**src/rtl/ctrl_pkg.sv**
```systemverilog
// ctrl_pkg: opcodes, ALUOp encodings and the control bundle shared by the pipelined control unit
package ctrl_pkg;
  localparam logic [5:0] OP_RTYPE = 6'd0;
  localparam logic [5:0] OP_LW = 6'd35;
  localparam logic [5:0] OP_SW = 6'd43;
  localparam logic [5:0] OP_BEQ = 6'd4;
  localparam logic [5:0] OP_BNE = 6'd5;
  localparam logic [5:0] OP_ADDI = 6'd8;
  localparam logic [1:0] ALU_ADD = 2'b00;
  localparam logic [1:0] ALU_SUB = 2'b01;
  localparam logic [1:0] ALU_FUNCT = 2'b10;
  typedef struct packed {
    logic reg_dst;
    logic alu_src;
    logic [1:0] alu_op;
    logic branch;
    logic branch_ne;
    logic mem_read;
    logic mem_write;
    logic reg_write;
    logic mem_to_reg;
  } ctrl_bundle_t;
  localparam ctrl_bundle_t BUBBLE = '0;
endpackage

```
**src/rtl/ctrl_decoder.sv**
```systemverilog
// ctrl_decoder: combinational opcode (valid, opcode) to control bundle (bundle) plus legality flag (legal)
module ctrl_decoder
  import ctrl_pkg::*;
#(
  parameter int OPCODE_W = 6,
  parameter bit BNE_EN = 1'b1,
  parameter bit ADDI_EN = 1'b1
) (
  input  logic                valid,
  input  logic [OPCODE_W-1:0] opcode,
  output ctrl_bundle_t        bundle,
  output logic                legal
);
  always_comb begin
    bundle = BUBBLE;
    legal = 1'b1;
    case (opcode)
      OPCODE_W'(OP_RTYPE): begin
        bundle.reg_dst = 1'b1;
        bundle.reg_write = 1'b1;
        bundle.alu_op = ALU_FUNCT;
      end
      OPCODE_W'(OP_LW): begin
        bundle.alu_src = 1'b1;
        bundle.mem_read = 1'b1;
        bundle.mem_to_reg = 1'b1;
        bundle.reg_write = 1'b1;
        bundle.alu_op = ALU_ADD;
      end
      OPCODE_W'(OP_SW): begin
        bundle.alu_src = 1'b1;
        bundle.mem_write = 1'b1;
        bundle.alu_op = ALU_ADD;
      end
      OPCODE_W'(OP_BEQ): begin
        bundle.branch = 1'b1;
        bundle.alu_op = ALU_SUB;
      end
      OPCODE_W'(OP_BNE): begin
        bundle.branch = BNE_EN;
        bundle.branch_ne = BNE_EN;
        bundle.alu_op = BNE_EN ? ALU_SUB : ALU_ADD;
        legal = BNE_EN;
      end
      OPCODE_W'(OP_ADDI): begin
        bundle.alu_src = ADDI_EN;
        bundle.reg_write = ADDI_EN;
        bundle.alu_op = ALU_ADD;
        legal = ADDI_EN;
      end
      default: legal = 1'b0;
    endcase
    if (!valid) bundle = BUBBLE;
  end
endmodule

```
**src/rtl/pipelined_control_unit.sv**
```systemverilog
// pipelined_control_unit: ID decode carried through ID/EX, EX/MEM, MEM/WB with load-use stall, MEM branch flush and saturating stall/flush counters
module pipelined_control_unit
  import ctrl_pkg::*;
#(
  parameter int OPCODE_W = 6,
  parameter int REG_W = 5,
  parameter int CNT_W = 16,
  parameter bit BNE_EN = 1'b1,
  parameter bit ADDI_EN = 1'b1
) (
  input  logic                clk,
  input  logic                reset,
  input  logic                id_valid,
  input  logic [OPCODE_W-1:0] id_opcode,
  input  logic [REG_W-1:0]    id_rs,
  input  logic [REG_W-1:0]    id_rt,
  input  logic                ex_zero,
  output logic                ex_reg_dst,
  output logic                ex_alu_src,
  output logic [1:0]          ex_alu_op,
  output logic                mem_mem_read,
  output logic                mem_mem_write,
  output logic                wb_reg_write,
  output logic                wb_mem_to_reg,
  output logic                pc_write,
  output logic                ifid_write,
  output logic                flush,
  output logic                branch_taken,
  output logic                illegal_op,
  output logic [CNT_W-1:0]    stall_count,
  output logic [CNT_W-1:0]    flush_count
);
  ctrl_bundle_t id_b, idex_b;
  logic id_legal, uses_rt, stall, hold;
  logic idex_valid;
  logic [REG_W-1:0] idex_rt;
  logic exmem_valid, exmem_branch, exmem_branch_ne, exmem_mem_read, exmem_mem_write;
  logic exmem_reg_write, exmem_mem_to_reg, exmem_zero;
  logic memwb_valid, memwb_reg_write, memwb_mem_to_reg;
  ctrl_decoder #(.OPCODE_W(OPCODE_W), .BNE_EN(BNE_EN), .ADDI_EN(ADDI_EN)) u_dec (
    .valid(id_valid),
    .opcode(id_opcode),
    .bundle(id_b),
    .legal(id_legal)
  );
  assign uses_rt = id_b.reg_dst | id_b.mem_write | id_b.branch;
  assign stall = idex_valid & idex_b.mem_read & id_valid & (idex_rt != '0) &
                 ((idex_rt == id_rs) | ((idex_rt == id_rt) & uses_rt));
  assign branch_taken = exmem_valid & exmem_branch & (exmem_branch_ne ? ~exmem_zero : exmem_zero);
  assign flush = branch_taken;
  assign hold = stall & ~flush;
  assign pc_write = ~hold;
  assign ifid_write = ~hold;
  assign illegal_op = id_valid & ~id_legal & ~stall & ~flush;
  assign ex_reg_dst = idex_valid & idex_b.reg_dst;
  assign ex_alu_src = idex_valid & idex_b.alu_src;
  assign ex_alu_op = idex_valid ? idex_b.alu_op : 2'b00;
  assign mem_mem_read = exmem_valid & exmem_mem_read;
  assign mem_mem_write = exmem_valid & exmem_mem_write;
  assign wb_reg_write = memwb_valid & memwb_reg_write;
  assign wb_mem_to_reg = memwb_valid & memwb_mem_to_reg;
  always_ff @(posedge clk or posedge reset) begin
    if (reset) begin
      idex_valid <= 1'b0;
      idex_b <= BUBBLE;
      idex_rt <= '0;
      exmem_valid <= 1'b0;
      {exmem_branch, exmem_branch_ne, exmem_mem_read, exmem_mem_write} <= '0;
      {exmem_reg_write, exmem_mem_to_reg, exmem_zero} <= '0;
      {memwb_valid, memwb_reg_write, memwb_mem_to_reg} <= '0;
      stall_count <= '0;
      flush_count <= '0;
    end else begin
      idex_valid <= id_valid & id_legal & ~stall & ~flush;
      idex_b <= (stall | flush) ? BUBBLE : id_b;
      idex_rt <= id_rt;
      exmem_valid <= idex_valid & ~flush;
      exmem_branch <= idex_b.branch;
      exmem_branch_ne <= idex_b.branch_ne;
      exmem_mem_read <= idex_b.mem_read;
      exmem_mem_write <= idex_b.mem_write;
      exmem_reg_write <= idex_b.reg_write;
      exmem_mem_to_reg <= idex_b.mem_to_reg;
      exmem_zero <= ex_zero;
      memwb_valid <= exmem_valid;
      memwb_reg_write <= exmem_reg_write;
      memwb_mem_to_reg <= exmem_mem_to_reg;
      if (hold && !(&stall_count)) stall_count <= stall_count + CNT_W'(1);
      if (flush && !(&flush_count)) flush_count <= flush_count + CNT_W'(1);
    end
  end
endmodule

```
**config.mk**
```make
export PLATFORM = sky130hd
export DESIGN_NAME = pipelined_control_unit
export DESIGN_NICKNAME = d
export VERILOG_FILES = /design/src/rtl/ctrl_pkg.sv /design/src/rtl/ctrl_decoder.sv /design/src/rtl/pipelined_control_unit.sv
export SDC_FILE = /design/constraint.sdc
export NUM_CORES = 1
export LEC_CHECK = 0
export CAP_MARGIN = 30
export CELL_PAD_IN_SITES_DETAIL_PLACEMENT = 0
export CELL_PAD_IN_SITES_GLOBAL_PLACEMENT = 2
export CORE_MARGIN = 8
export CORE_UTILIZATION = 34
export CTS_BUF_LIST = sky130_fd_sc_hd__clkbuf_16
export DETAILED_ROUTE_END_ITERATION = 16
export PLACE_DENSITY = 0.83
export SLEW_MARGIN = 0
export SYNTH_ARGS = -nofsm -noshare
export SYNTH_HDL_FRONTEND = slang
export SYNTH_HIERARCHICAL = 1
export SYNTH_SLANG_ARGS = --single-unit
```
**constraint.sdc**
```tcl
create_clock -name clk -period 4.3 [get_ports clk]
set_clock_uncertainty 0.15 [all_clocks]
set_input_delay 0.86 -clock clk [delete_from_list [all_inputs] [get_ports clk]]
set_output_delay 0.86 -clock clk [all_outputs]
set_load 0.05 [all_outputs]
```
==> run metrics, run 1 <==
status finished, final reports clean; DPL Wire Length 4.77 mm; Synth Register Bits 59; CP max-delay cell clkdlybuf4s50_1; most frequent cell after synthesis dfrtp_1; Post-Syn Area roughly 2800 um2; via count 2103; Synth top area share 0.528; critical path type input port to primary output; CP peak stage delay roughly 0.53 ns; CP Cell Sequence clkdlybuf4s50_1 > or3b_2 > nor3_1 > o31ai_1 > o22ai_2 > buf_4 > nand2_1 > buf_4; CP startpoint id_valid; Setup TNS 0 ns; fin util 0.472; number of flops mapped to enable cells by yosys 0; ys async rst share 1.00; DR iter-0 viols 40; die width about 110 um; actual slew at the worst max-slew pin slightly below 0.7 ns; Initial DRT Pass Iterations 4; Die ar. around 11000 um2; GPL Wtd Cong ~0.73; CTS Buffer Depth 2; Yosys top cell by area dfrtp_1; MaxCap Viol Count 0; Root Driver clkbuf_16; IO buf count 64; largest cells by area after synthesis dfrtp_1 53%, xnor2_1 10%, and2_1 4.3%; Yosys cell types 46; Worst R2R Start flush_count[0]; Slew headroom 0.534; dpl cell area approximately 3500 um2; Worst EP arrival a little over 3 ns; Peak Freq between 0.2 and 0.25 GHz; Tcrit/Tclk final 0.945; CP max FO 16; Ys Warns 6; Remaining Overflow, GRT 0; antenna violations before repair 0; final cell count without fillers between 400 and 500; unrepaired setup endpoints after global routing false; WL final ~6.3 mm; Primary FF master, synth dfrtp_1; Top Registers flush_count: 16 flops, stall_count: 16 flops, idex_b: 10 flops; cell area after layout between 3000 and 4000 um2; WP data required between 3 and 4 ns; area of the core 8090 um2; Mapped Cells ~250; GRT Util Overall 0.116; final setup vio count 0; # rows 33; TritonCTS buffer count 9; Mapped Nets roughly 280; CP dominant cell by count buf_4; Vias per Instance about 4.8; first-pass GRT wire length 10.7 mm; CP startpoint kind input port; layout net count between 300 and 400; worst hold path cell count 0; hold path start idex_b[0]; syn avg cell area ~11 um2; clock latency on the worst-skew pair between 0.3 and 0.4 ns; fin. max-slew vios 0; DRC viols 0; fin crit period a little over 4 ns; register area share after synthesis 0.528; Wirelength per Cell 14.6 um; leakage roughly 1.6 nW; Hold WC Path Type flip-flop to flip-flop; Antenna Nets Post-Route 0; most instantiated cells after synthesis 59 x dfrtp_1, 32 x xnor2_1, 20 x nand3_1; Antenna diodes 0; Place WS 0.224 ns; Initial Util 0.345; Reg clk slew, reported paths roughly 0.05 ns; Gates resized, CTS repair 0; TritonCTS clock tree done; CP Capture Type primary output; Placed Instances between 400 and 500; largest net degree at the start of global routing 37; worst reg2reg path depth 5; Power Dens Cells between 300 and 400 nW/um2; layout cells sized above 1 0.128; Final Hold Fails 0; fin worst setup slack around 0.24 ns; Layout area overhead 36.8%; worst vdd ir 188 uV; CTS sink count 59; Post-CTS Hold Fix Bufs 0; die height 107 um; CTS H-tree depth 3; Ports 65; Setup Fix Bufs, Post-CTS 0; vias in the first global route around 2200
[layer usage]
| metal | up-vias | wire [um] | global-route usage |
|---|---|---|---|
| met3 | 7 | 368 | 0.0408 |
| li1 | 1036 | - | - |
| met1 | 1008 | 2880 | 0.142 |
| met4 | 0 | 65 | 0.0362 |
| met2 | 52 | 3030 | 0.187 |
| met5 | - | 0 | 0 |
[critical path, delay by kind of cell]
kind | cells | cell delay, ns
AO/OA/AOI/OAI | 2 | 0.34
buffers and inverters | 3 | 0.97
AND/OR/NAND/NOR | 3 | 0.88
[per-stage QoR]
stage | power (mW) | hold WS, ns
final | 1.33 | 0.197
after global routing | 1.38 | 0.204
after CTS | 1.35 | 0.199
after detailed placement | 0.637 | 0.186
after global placement | 0.637 | 0.184
after floorplan | 0.605 | 0.181
[placed cells by master, fill, tap and decap left out, types with 3 or more instances in the layout]
master / netlist / final
nand2_1: 11 / 11
and3_1: 6 / 6
a21oi_1: 7 / 7
nor2_1: 18 / 18
xor2_1: 4 / 4
and2_1: 19 / 19
buf_4: 5 / 5
inv_1: 7 / 6
nand4b_1: 3 / 3
nand3_1: 20 / 20
nand4_1: 15 / 15
nor4_1: 3 / 3
xnor2_1: 32 / 32
dfrtp_1: 59 / 59
clkbuf_16: 0 / 9
or4_1: 3 / 3
nor3_1: 9 / 9
clkdlybuf4s50_1: 0 / 61
[logic make-up (layout without fill, tap and decap cells)]
logic type / Yosys count / after routing / synth area share
buffers and inverters: 15 / 90 / 0.0300
adders and majority gates: 2 / 2 / 0.00896
and+or+nand+nor: 124 / 124 / 0.267
AOI/OAI and AO/OA: 15 / 15 / 0.0390
DFF: 59 / 59 / 0.528
xor gates and xnor gates: 36 / 36 / 0.113
muxes: 3 / 3 / 0.0134
[final cells by class]
type                    instances  area, um2
fillers                       810       4270
flip-flops and latches         59       1480
multi-input cells             180       1230
repair buffers                 66        648
clock buffers                   9        225
well taps                     105        131
clock inverters                 7       76.3
inverters                       8       30.0
[report_power, final]
part / switching, mW / internal, mW / leakage [nW]
logic: 0.0311 / 0.0296 / 0.640
clock network: 0.256 / 0.452 / 0.142
registers: 0.00455 / 0.561 / 0.809
[path summary, 6_finish.rpt]
path,end,slack [ns]
max in group asynchronous,stall_count[15],2.42
max,pc_write,0.24
min reg2reg,exmem_mem_to_reg,0.20
max reg2reg,flush_count[1],2.18
min,exmem_mem_to_reg,0.20
min in group asynchronous,memwb_mem_to_reg,0.73
No activity file was read; power rests on OpenSTA's default activity.
==> run 2, diff against run 1 <==
--- a/config.mk
+++ b/config.mk
@@ -11,8 +11,9 @@
 export CORE_MARGIN = 8
 export CORE_UTILIZATION = 34
 export CTS_BUF_LIST = sky130_fd_sc_hd__clkbuf_16
+export CTS_CLUSTER_DIAMETER = 60
 export DETAILED_ROUTE_END_ITERATION = 16
-export PLACE_DENSITY = 0.83
+export PLACE_DENSITY = 0.86
 export SLEW_MARGIN = 0
 export SYNTH_ARGS = -nofsm -noshare
 export SYNTH_HDL_FRONTEND = slang
==> constraint.sdc (replaced) <==
create_clock -name clk -period 5 [get_ports clk]
set_clock_uncertainty 0.15 [all_clocks]
set_input_delay 1 -clock clk [delete_from_list [all_inputs] [get_ports clk]]
set_output_delay 1 -clock clk [all_outputs]
set_load 0.05 [all_outputs]
==> run metrics, run 2 (same netlist as run 1, synthesis figures left out) <==
first-pass GRT wire length 11.4 mm (+6.5%); WP data required 3.85 ns (+0.56 ns); CP delay by family, top buffers and inverters; actual slew at the worst max-slew pin 0.837 ns (+0.145 ns); DR iter-0 viols 70 (+75%); GPL Wtd Cong 0.780 (+6.9%); Remaining Overflow, GRT 0 (unchanged); Setup Fix Bufs, Post-CTS 0 (unchanged); via count 2128 (+1.2%); fin worst setup slack 0.658 ns (+0.422 ns); Peak Freq about 0.23 GHz; Setup TNS 0 ns (unchanged); IO buf count 64 (unchanged); leakage 1.61 nW (+1.1%); CP Capture Type primary output; FILL cells 806 (-0.49%); Gates resized, CTS repair 0 (unchanged); commonest non-fill, non-tap cell in the layout clkdlybuf4s50_1; TritonCTS clock tree done; CP startpoint kind input port; area of the core 8090 um2 (unchanged); fin crit period 4.34 ns; WL final 6.50 mm (+2.4%); status finished, final reports clean; Wirelength per Cell 15.0 um (+2.4%); fin. max-slew vios 0 (unchanged); Ports 65 (unchanged); Power Total 1.21 mW (-9.5%); CP dominant cell by count buf_4; clock latency on the worst-skew pair 0.32 ns (about the same); CP max-delay cell clkdlybuf4s50_1; CTS sink count 59 (unchanged); Antenna diodes 0 (unchanged); Slew headroom 0.437 (-0.0976); most frequent cells in the layout 61 x clkdlybuf4s50_1, 59 x dfrtp_1, 32 x xnor2_1; Layout area overhead 37.6%; Die ar. 11400 um2 (unchanged); antenna violations before repair 0 (unchanged); die height 107 um (unchanged); # rows 33 (unchanged); Reg clk slew, reported paths 0.05 ns (about the same); DPL Wire Length 4.76 mm (-0.31%); final setup vio count 0 (unchanged); vias in the first global route 2306 (+5.8%); layout cells sized above 1 0.128 (unchanged); layout net count 346 (unchanged); Final Hold Fails 0 (unchanged); GRT Util Overall 0.124 (+0.00844); critical path type input port to primary output; Vias per Instance 4.90 (+1.2%); CTS H-tree depth 3 (unchanged); TritonCTS buffer count 9 (unchanged); worst vdd ir 116 uV (-38%); Root Driver clkbuf_16; Initial DRT Pass Iterations 4 (unchanged); CP max FO 16 (unchanged); Post-CTS Hold Fix Bufs 0 (unchanged); Antenna Nets Post-Route 0 (unchanged); CP peak stage delay 0.53 ns (about the same); CP Cell Sequence clkdlybuf4s50_1 > or3b_2 > nor3_1 > o31ai_1 > o22ai_2 > buf_4 > nand2_1 > buf_4; unrepaired setup endpoints after global routing false; Hold WC Path Type flip-flop to flip-flop; CTS Buffer Depth 2 (unchanged); largest net degree at the start of global routing 38 (+2.7%); Top Registers flush_count: 16 flops, stall_count: 16 flops, idex_b: 10 flops; Tcrit/Tclk final 0.868; die width 107 um (unchanged); Bufs and invs on worst path 3 (unchanged); DRC viols 0 (unchanged); Place WS 0.642 ns (+0.417 ns); Worst EP arrival 3.19 ns (+0.14 ns); MaxCap Viol Count 0 (unchanged); Initial Util 0.345 (unchanged); Power Dens Cells 314 nW/um2 (-10%)
run 2: final timing paths:
kind / cells after the start / end / from / slack [ns]
worst min-delay path: 0 / exmem_branch / idex_b[5] / 0.20
max in group asynchronous: 3 / idex_valid / reset / 2.91
worst max register to register: 6 / stall_count[8] / exmem_branch_ne / 2.85
worst max-delay path: 8 / pc_write / id_valid / 0.66
worst min register to register: 0 / exmem_branch / idex_b[5] / 0.20
min in group asynchronous: 2 / idex_b[1] / reset / 0.98
run 2: final cells by class:
type                    instances  area (um2)  share of cell area
flip-flops and latches         59        1480               0.384
multi-input cells             180        1230               0.321
repair buffers                 66         648               0.169
clock buffers                   9         225              0.0586
well taps                     105         131              0.0342
clock inverters                 7         100              0.0260
inverters                       8        30.0             0.00781
run 2: routing by layer:
layer | up-vias | share of wire | GRT usage
met5 | - | 0 | 0
met4 | 0 | 0.020 | 0.0573
met3 | 14 | 0.062 | 0.0384
met2 | 52 | 0.48 | 0.198
met1 | 1025 | 0.44 | 0.151
li1 | 1037 | - | -
run 2: metrics by stage:
stage / cells / utilization / hold slack (ns) / cell area, um2
6_report: 434 / 0.475 / 0.196 / 3840
5_1_grt: 434 / 0.475 / 0.208 / 3840
4_1_cts: 434 / 0.475 / 0.198 / 3840
3_5_place_dp: 418 / 0.435 / 0.185 / 3520
3_3_place_gp: 418 / 0.435 / 0.184 / 3520
2_1_floorplan: 254 / - / 0.181 / 2790
run 2: where the power goes:
part / switching [mW] / internal (mW) / total (mW) / leakage (nW)
sequential: 0.00394 / 0.482 / 0.486 / 0.809
combinational: 0.0262 / 0.0254 / 0.0517 / 0.640
clock: 0.229 / 0.440 / 0.669 / 0.160
==> run 3, diff against run 2 <==
--- a/config.mk
+++ b/config.mk
@@ -13,6 +13,7 @@
 export CTS_BUF_LIST = sky130_fd_sc_hd__clkbuf_16
 export CTS_CLUSTER_DIAMETER = 60
 export DETAILED_ROUTE_END_ITERATION = 16
+export MAX_ROUTING_LAYER = met4
 export PLACE_DENSITY = 0.86
 export SLEW_MARGIN = 0
 export SYNTH_ARGS = -nofsm -noshare
==> run metrics, run 3 (same netlist as run 1, synthesis figures left out) <==
status finished, final reports clean; CP startpoint id_valid; worst vdd ir 116 uV (about the same); GR met3 Demand/Resource 0.0348 (-0.00360); Vias per Instance 4.91 (about the same); Die ar. 11400 um2 (unchanged); Gates resized, CTS repair 0 (unchanged); CTS Buffer Depth 2 (unchanged); layout net count 346 (unchanged); worst reg2reg path depth 6 (unchanged); GPL Wtd Cong 0.790 (+1.4%); final cell count without fillers 434 (unchanged); Layout area overhead 37.6% (unchanged); Reg clk slew, reported paths 0.05 ns (about the same); CP startpoint kind input port; Placed Instances 418 (unchanged); largest net degree at the start of global routing 38 (unchanged); CTS sink count 59 (unchanged); Post-CTS Hold Fix Bufs 0 (unchanged); leakage 1.61 nW (unchanged); Initial DRT Pass Iterations 4 (unchanged); cell area after layout 3840 um2 (unchanged); area of the core 8090 um2 (unchanged); Remaining Overflow, GRT 0 (unchanged); fin worst setup slack 0.655 ns (-0.00282 ns); Tcrit/Tclk final 0.869 (about the same); Initial Util 0.345 (unchanged); TritonCTS clock tree done; IO buf count 64 (unchanged); Top Registers flush_count: 16 flops, stall_count: 16 flops, idex_b: 10 flops; Root Driver clkbuf_16; dpl cell area 3520 um2 (unchanged); CP dominant cell by count buf_4; Antenna diodes 0 (unchanged); antenna violations before repair 0 (unchanged); Ports 65 (unchanged); fin crit period 4.35 ns (+0.00282 ns); Hold WC Path Type flip-flop to flip-flop; Setup TNS 0 ns (unchanged); Slew headroom 0.432 (-0.00471); TritonCTS buffer count 9 (unchanged); Final Hold Fails 0 (unchanged); DPL Wire Length 4.76 mm (unchanged); CP max-delay cell clkdlybuf4s50_1; MaxCap Viol Count 0 (unchanged); Wirelength per Cell 15.0 um (about the same); Antenna Nets Post-Route 0 (unchanged); met1 GRT Util 0.154 (+0.00259); GRT Util Overall 0.128 (+0.00379); WP data required 3.85 ns (about the same); Worst R2R Start exmem_branch_ne; DR iter-0 viols 72 (+2.9%); CP Capture Type primary output; fin. max-slew vios 0 (unchanged); worst hold path cell count 0 (unchanged); CTS H-tree depth 3 (unchanged); GRT busiest layer met2; first-pass GRT wire length 11.4 mm (unchanged); CP Cell Sequence clkdlybuf4s50_1 > or3b_2 > nor3_1 > o31ai_1 > o22ai_2 > buf_4 > nand2_1 > buf_4; Setup Fix Bufs, Post-CTS 0 (unchanged); final setup vio count 0 (unchanged); GR Layer Usage met2 0.198 (unchanged); vias in the first global route 2304 (-0.087%); DRC viols 0 (unchanged); unrepaired setup endpoints after global routing false; Worst EP arrival 3.20 ns (about the same); Place WS 0.642 ns (unchanged); WL final 6.50 mm (about the same); clock latency on the worst-skew pair 0.32 ns (about the same); most frequent cells in the layout 61 x clkdlybuf4s50_1, 59 x dfrtp_1, 32 x xnor2_1; CP peak stage delay 0.53 ns (about the same); layout cells sized above 1 0.128 (unchanged); Peak Freq 0.230 GHz (about the same); Power Dens Cells 313 nW/um2 (-0.27%); die height 107 um (unchanged); via count 2129 (+0.047%); die width 107 um (unchanged); commonest non-fill, non-tap cell in the layout clkdlybuf4s50_1; hold path start idex_b[5]; CP max FO 16 (unchanged); # rows 33 (unchanged); critical path type input port to primary output; actual slew at the worst max-slew pin 0.844 ns (+0.00700 ns)
-- run 3: metal layers --
metal | vias up | part of all wire
met1 | 1028 | 0.45
li1 | 1035 | -
met2 | 53 | 0.48
met3 | 13 | 0.054
met5 | - | 0
met4 | 0 | 0.018
-- run 3: worst max-delay path: cells and delay by family --
| kind | cells | cell delay (ns) |
|---|---|---|
| AND/OR/NAND/NOR | 3 | 0.88 |
| buffers and inverters | 3 | 0.98 |
| AO/OA/AOI/OAI | 2 | 0.34 |
-- run 3: layout make-up --
class                   instances  area, um2
clock buffers                   9        225
clock inverters                 7        100
fillers                       806       4250
inverters                       8       30.0
multi-input cells             180       1230
flip-flops and latches         59       1480
well taps                     105        131
repair buffers                 66        648
-- run 3: stage by stage --
step / util / total power [mW] / hold slack (ns)
final: 0.475 / 1.20 / 0.196
after global routing: 0.475 / 1.25 / 0.208
after CTS: 0.475 / 1.22 / 0.198
after detailed placement: 0.435 / 0.548 / 0.185
after global placement: 0.435 / 0.547 / 0.184
after floorplan: - / 0.520 / 0.181
-- run 3: power by group --
part           internal, mW  switching (mW)  leakage, nW
Clock                 0.440           0.226        0.160
Sequential            0.482         0.00394        0.809
Combinational        0.0254          0.0263        0.640
Total                 0.948           0.256         1.61
-- run 3: path summary, 6_finish.rpt --
check                                 endpoint  slack (ns)
max in group asynchronous            idex_b[7]        2.91
min in group asynchronous            idex_b[1]        0.98
worst max-delay path                  pc_write        0.65
worst min register to register    exmem_branch        0.20
worst max register to register  stall_count[8]        2.84
worst min-delay path              exmem_branch        0.20
